===== src/rtl/fetch_sequencer.sv =====
// ----------------------------------------------------------------------------
// fetch_sequencer
//
// Purpose:
//   Single-outstanding instruction fetch front end. It issues one word fetch
//   at a time and holds the returned instruction for decode until it is
//   consumed. It then redirects the PC sequentially, to a branch target, or to
//   a flush target. A fetch that is still in flight when a flush arrives is
//   squashed: it is allowed to complete on the memory side, but its data is
//   dropped.
//
// Ports:
//   clk           in   1   clock, rising edge
//   reset         in   1   synchronous active-high reset
//   imem_req      out  1   fetch request (held until imem_ack)
//   imem_addr     out  19  word address of the current fetch
//   imem_ack      in   1   fetch completes, imem_rdata valid
//   imem_rdata    in   21  fetched instruction word
//   inst          out  21  held instruction for decode
//   inst_pc       out  19  address of inst
//   inc_pc        out  19  inst_pc + 1 (mod 2^19)
//   inst_valid    out  1   inst/inst_pc/inc_pc valid
//   inst_ready    in   1   decode consumes inst this cycle
//   pc_src        in   1   consumed instruction redirects to target_addr
//   target_addr   in   19  branch/jump target
//   flush         in   1   redirect to flush_target, any cycle
//   flush_target  in   19  redirect address
//
// State  | meaning
// -------+-------------------------------------------------------------------
// FETCH  | request outstanding at pc; data is kept on ack
// SQUASH | request outstanding at pc; data is dropped on ack, pc <- pending
// HOLD   | instruction held for decode, no request
// ----------------------------------------------------------------------------
module fetch_sequencer #(
    parameter logic [18:0] RESET_PC = 19'h00000
) (
    input  logic        clk,
    input  logic        reset,
    output logic        imem_req,
    output logic [18:0] imem_addr,
    input  logic        imem_ack,
    input  logic [20:0] imem_rdata,
    output logic [20:0] inst,
    output logic [18:0] inst_pc,
    output logic [18:0] inc_pc,
    output logic        inst_valid,
    input  logic        inst_ready,
    input  logic        pc_src,
    input  logic [18:0] target_addr,
    input  logic        flush,
    input  logic [18:0] flush_target
);

    typedef enum logic [1:0] {
        S_FETCH  = 2'd0,
        S_SQUASH = 2'd1,
        S_HOLD   = 2'd2
    } state_t;

    state_t      r_state;
    logic [18:0] r_pc;
    logic [18:0] r_pend;
    logic [20:0] r_inst;
    logic [18:0] r_inst_pc;
    logic [18:0] r_inc_pc;
    logic        r_inst_valid;

    state_t      w_state_nxt;
    logic [18:0] w_pc_nxt;
    logic [18:0] w_pend_nxt;
    logic [20:0] w_inst_nxt;
    logic [18:0] w_inst_pc_nxt;
    logic [18:0] w_inc_pc_nxt;
    logic        w_valid_nxt;
    logic        w_consume;
    logic        w_imem_req;

    assign w_consume = r_inst_valid & inst_ready;

    always_ff @(posedge clk) begin
        if (reset) begin
            r_state      <= S_FETCH;
            r_pc         <= RESET_PC;
            r_pend       <= 19'h00000;
            r_inst       <= 21'h000000;
            r_inst_pc    <= 19'h00000;
            r_inc_pc     <= 19'h00000;
            r_inst_valid <= 1'b0;
        end else begin
            r_state      <= w_state_nxt;
            r_pc         <= w_pc_nxt;
            r_pend       <= w_pend_nxt;
            r_inst       <= w_inst_nxt;
            r_inst_pc    <= w_inst_pc_nxt;
            r_inc_pc     <= w_inc_pc_nxt;
            r_inst_valid <= w_valid_nxt;
        end
    end

    always_comb begin
        w_state_nxt   = r_state;
        w_pc_nxt      = r_pc;
        w_pend_nxt    = r_pend;
        w_inst_nxt    = r_inst;
        w_inst_pc_nxt = r_inst_pc;
        w_inc_pc_nxt  = r_inc_pc;
        w_valid_nxt   = r_inst_valid;
        w_imem_req    = 1'b0;

        case (r_state)
            S_FETCH: begin
                w_imem_req = 1'b1;
                if (flush) begin
                    if (imem_ack) begin
                        // The fetch retires this cycle, so its data is simply
                        // dropped and the next request starts at the flush target.
                        w_pc_nxt = flush_target;
                    end else begin
                        // The request must stay stable until it is acked, so the
                        // redirect is parked in the pending register.
                        w_pend_nxt  = flush_target;
                        w_state_nxt = S_SQUASH;
                    end
                end else if (imem_ack) begin
                    w_inst_nxt    = imem_rdata;
                    w_inst_pc_nxt = r_pc;
                    w_inc_pc_nxt  = r_pc + 19'd1;
                    w_valid_nxt   = 1'b1;
                    w_state_nxt   = S_HOLD;
                end
            end

            S_SQUASH: begin
                w_imem_req = 1'b1;
                if (imem_ack) begin
                    w_pc_nxt    = flush ? flush_target : r_pend;
                    w_state_nxt = S_FETCH;
                end else if (flush) begin
                    w_pend_nxt = flush_target;
                end
            end

            S_HOLD: begin
                if (flush) begin
                    // A flush takes priority over any branch decision made on a
                    // simultaneous consume.
                    w_pc_nxt    = flush_target;
                    w_valid_nxt = 1'b0;
                    w_state_nxt = S_FETCH;
                end else if (w_consume) begin
                    w_pc_nxt    = pc_src ? target_addr : r_inc_pc;
                    w_valid_nxt = 1'b0;
                    w_state_nxt = S_FETCH;
                end
            end

            default: begin
                w_valid_nxt = 1'b0;
                w_state_nxt = S_FETCH;
            end
        endcase
    end

    assign imem_req   = w_imem_req;
    assign imem_addr  = r_pc;
    assign inst       = r_inst;
    assign inst_pc    = r_inst_pc;
    assign inc_pc     = r_inc_pc;
    assign inst_valid = r_inst_valid;

endmodule


===== config.mk =====
export PLATFORM = sky130hd
export DESIGN_NAME = fetch_sequencer
export DESIGN_NICKNAME = d
export VERILOG_FILES = /design/src/rtl/fetch_sequencer.sv
export SDC_FILE = /design/constraint.sdc
export NUM_CORES = 1
export LEC_CHECK = 0
export BUFFER_PORTS_ARGS = -buffer_cell sky130_fd_sc_hd__clkbuf_2
export CAP_MARGIN = 30
export CORE_MARGIN = 5
export CORE_UTILIZATION = 52
export DETAILED_ROUTE_END_ITERATION = 10
export PLACE_DENSITY = 0.85
export SLEW_MARGIN = 5
export SYNTH_ARGS = -nofsm -noshare
export SYNTH_HDL_FRONTEND = slang
export SYNTH_SLANG_ARGS = --single-unit

===== constraint.sdc =====
create_clock -name clk -period 2.1 [get_ports clk]
set_input_delay 0.105 -clock clk [delete_from_list [all_inputs] [get_ports clk]]
set_output_delay 0.105 -clock clk [all_outputs]
set_load 0.05 [all_outputs]

# Yosys cells after proc, flatten, opt, wreduce, memory -nomap -nowiden
# Cells that the tools add are included.
op_classes:
  n_addsub: 1
  eq_ne: 11
  muxes: 25
  bitwise_logic: 3
  n_reduce_logical: 9
ops:
  columns: ["cell", "count"]
  rows:
  - ["19-bit two-way mux", 10]
  - ["19-bit case mux with 3 select lines", 1]
  - ["19-bit case mux with 2 select lines", 1]
  - ["19-bit by 1-bit adder with 19-bit output, second input constant", 1]
  - ["2-bit two-way mux", 6]
  - ["2-bit inequality test, second input constant", 6]
  - ["4-bit AND reduction", 3]
  - ["3-bit inequality test, second input constant", 3]
  - ["2-bit case mux with 3 select lines", 1]
  - ["1-bit two-way mux", 5]
  - ["5-bit AND reduction", 1]
  - ["1-bit case mux with 3 select lines", 1]
  - ["3-bit AND reduction", 1]
  - ["3-bit nonzero test", 1]
  - ["2-bit by 1-bit equality test with 1-bit output, second input constant", 1]
  - ["2-bit equality test, second input constant", 1]
  - ["2-bit zero test", 1]
  - ["1-bit NOT", 2]
  - ["2-bit nonzero test", 1]
  - ["2-bit OR reduction", 1]
  - ["1-bit bitwise AND", 1]
word_totals:
  reg_bits: 100
  in_bits: 65

# Longest topological paths before layout
depth:
  ltp_word: 4
  depth_mapped: 8
  ltp_nobuf: 6

# Worst setup path after synthesis
# Ideal clock, no wire load.
synth_path:
  path_type: "flip-flop to flip-flop"
  from: "reg r_pc[1], in the netlist imem_addr[1]"
  to: "reg r_inc_pc[18], in the netlist inc_pc[18]"
  setup_time_ns: 0.091
  arrival_ns: 2.151
  t_required_ns: 2.009
  setup_slack_ns: -0.142
  path_stages_with_launch: 6
  path_cell_list: "dfxtp_1 > ha_1 > nand3_1 > or4_4 > or3_1 > a311oi_1"
synth_between:
  elab_chain_len: 1
synth_rtl:
  columns: ["element", "line", "source"]
  rows:
  - ["start, declared", "62", "logic [18:0] r_pc;"]
  - ["start signal, assigned", "92", "r_pc <= w_pc_nxt;"]
  - ["19-bit by 1-bit adder with 19-bit output", "128", "w_inc_pc_nxt = r_pc + 19'd1;"]
  - ["end signal, assigned", "96", "r_inc_pc <= w_inc_pc_nxt;"]
  - ["end, declared", "66", "logic [18:0] r_inc_pc;"]
# Every way passes these cells.
# A chain may end at the register's enable or synchronous reset.

# Worst setup path in the final report
# Ends and elaborated chain as after synthesis.

==> metrics.txt <==
Max Fclk 0.494 GHz; top_reg_cell synth dfxtp_1; row count 35; Num CTS Buffers 9; VDD IR max 0.000603 V; Syn Inst Count 606; Clk Tree Root Cell clkbuf_8; Worst Hold Depth 3; Crit. Startpoint imem_addr[1]; WP data required 2.39 ns; drt drc 0; die width 106 µm; routed via count 5,358; final clock skew 0.0122 ns; synthesized cell area 0.00483 mm²; Pre-antenna DRT Iters 5; n_diodes 0; Clock Power Share 0.272; non-filler instance count after layout 887; sequential share of power 0.459; Synth warnings 0; xor/xnor share of the synthesized area 0.0236; number of vias per cell 6.04; H-Tree Level Count 3; mux contribution to synthesized area 0.0394; clock slew at reported path FFs 0.11 ns; Die Ht 106 µm; top post-synthesis cells by count 126 x nand2_1, 100 x dfxtp_1, 68 x a21oi_1; crit share post-route 0.963; Final GP Congestion 0.904; Adder-Cell Fraction of Synth Area 0.0104; Remaining Overflow, GRT 0; number of global-route vias before repair 5,349; post-route cell area 0.00633 mm²; Total GRT Usage 0.284; Critical Path End Type flop; clk_lat worst skew 0.38 ns; first-pass GRT wire length 26,100 µm; Final ANT Viol Nets 0; Synth area leader dfxtp_1; R2R depth 5; relative slew slack 0.528; unrepaired setup endpoints after global routing no; Nets 840; largest family of logic cells by synthesized area simple AND/OR/NAND/NOR gates; Compound-Gate Fraction of Synth Area 0.176; sw frac 0.380; power density cells 735 mW/mm²; Slew Limit Fails 0; leakage 2.44 nW; CORE AREA 0.00915 mm²; number of synthesized flops with an enable pin 0; layout cells sized above 1 0.262; share of the synthesized area in the top cell type 0.414; crit path time final 2.02 ns; Critical R2R Launch imem_addr[1]; r2r setup slk 0.08 ns; Initial Util 0.528; WP data arrival 2.31 ns; clk sinks 100; Hold Crit Class primary input to flop; Syn Nets 675; Seq/Total Area, Yosys 0.414; Synth area leaders dfxtp_1 41%, nand2_1 9.8%, a21oi_1 7.0%, mux2i_1 3.9%, clkbuf_1 3.6%; Synth async-reset ratio 0; buffers added on ports 144; DR WL/cell 18.0 µm; placed instance count 834; initial antenna violation count 0; TritonCTS clock tree done; Sw Pwr 1.77 mW; final setup violation count 0; Synth cell types 36; Worst Max-Slew Pin Slew 0.705 ns; combinational power share 0.269; Crit Path Category flop to flop; area post-placement 0.00573 mm²; hold_sp flush_target[6]; Fin. Hold Viols 0; Yosys reg bits 100; hpwl dp 10,700 µm; status complete, no violations; num ports 145; DIE AREA 0.0113 mm²; Total Routed Length 16,000 µm; Syn-to-layout area delta 30.9%; largest net degree at the start of global routing 98; critical path startpoint category flop; Post-Synth Simple-Gate Area 0.273; count leader, synth nand2_1; critical path peak fanout 6; max_cap viols 0; initial DRC count 505; internal power 2.88 mW; Clock Path Buffers 2; Avg Cell Area, Syn 7.97 µm²
## worst max-delay path: stages, from the launching register on
cell      delay (ns)
dfxtp_2         0.41
ha_2            0.23
nand3_2         0.14
or4_4           0.48
or3_1           0.37
a311oi_1        0.30
## registers in the layout, indices dropped and copies added (netlist names)
signal	cells
inst	21
r_state	2
imem_addr	19
r_pend	19
inst_pc	19
inst_valid	1
inc_pc	19
## final cells by class
type | count | area, µm²
timing repair buffer | 207 | 1330
multi-input combinational | 432 | 2560
inverter | 21 | 78.8
clock inverter | 7 | 82.6
tap | 111 | 139
fill | 723 | 2830
clock buffer | 9 | 124
sequential | 100 | 2010
## worst paths after layout
kind                endpoint
setup / recovery  inc_pc[18]
hold / removal     r_pend[6]
setup reg to reg  inc_pc[18]
hold reg to reg   inst_pc[0]
## metal layers
metal,global-route usage,share of wire,vias to the layer above
met2,0.475,0.49,304
met5,0,0,-
met4,0.165,0.042,0
li1,-,-,2479
met3,0.0559,0.084,60
met1,0.338,0.39,2515
## kinds of logic (layout without fill, tap and decap cells)
logic type	after synthesis	count (layout)
simple gates	263	263
compound gates	133	133
flops	100	100
buf+inv	74	244
mux	19	19
xor+xnor	13	13
fa+ha+maj	4	4
## layout by cell type, fill, tap and decap left out, drive strengths merged
cell           n
o211ai        19
buf           27
o21ai          4
nor4           4
nand4         22
o31ai          1
mux2i         19
or4            1
or2            3
nor3b          1
a21oi         68
or3            5
o311ai        16
nand2        126
dlygate4sd3   37
nand4b        16
dfxtp        100
clkbuf       152
a211oi        16
xnor2         13
nor2b          3
nor3           3
and2           1
o32ai          2
a311oi         4
clkinv         3
nand2b         6
a21boi         1
clkinvlp       1
nand3         29
inv           24
ha             4
and3           1
nor2          23
nand3b        19
o221ai         2
## stage by stage
| stage | setup slack [ns] | utilization | hold WS, ns | power [mW] | setup TNS (ns) |
|---|---|---|---|---|---|
| floorplan | 0.00618 | - | 0.241 | 2.95 | 0 |
| global placement | -0.0629 | 0.620 | 0.328 | 3.29 | -0.946 |
| detailed placement | 0.105 | 0.626 | 0.336 | 3.33 | 0 |
| CTS | 0.0558 | 0.689 | 0.00114 | 4.63 | 0 |
| global route | 0.0115 | 0.691 | 0.00829 | 4.85 | 0 |
| finish | 0.0768 | 0.691 | 0.00896 | 4.65 | 0 |
## power by group through the flow
stage          registers, mW  clock network, mW  logic [mW]
2_1_floorplan           2.48                  0       0.467
3_3_place_gp            2.16                  0        1.12
3_5_place_dp            2.17                  0        1.16
4_1_cts                 2.13               1.28        1.22
5_1_grt                 2.15               1.37        1.33
6_report                2.13               1.27        1.25
## timing repair
item                                    4_1_cts  5_1_grt
resized for setup                             0        6
endpoints found under the setup margin        0       43
buffers inserted                              0        0
hold buffers                                 37        0
hold endpoints to repair                     37        0
(Power assumes the default switching activity.)
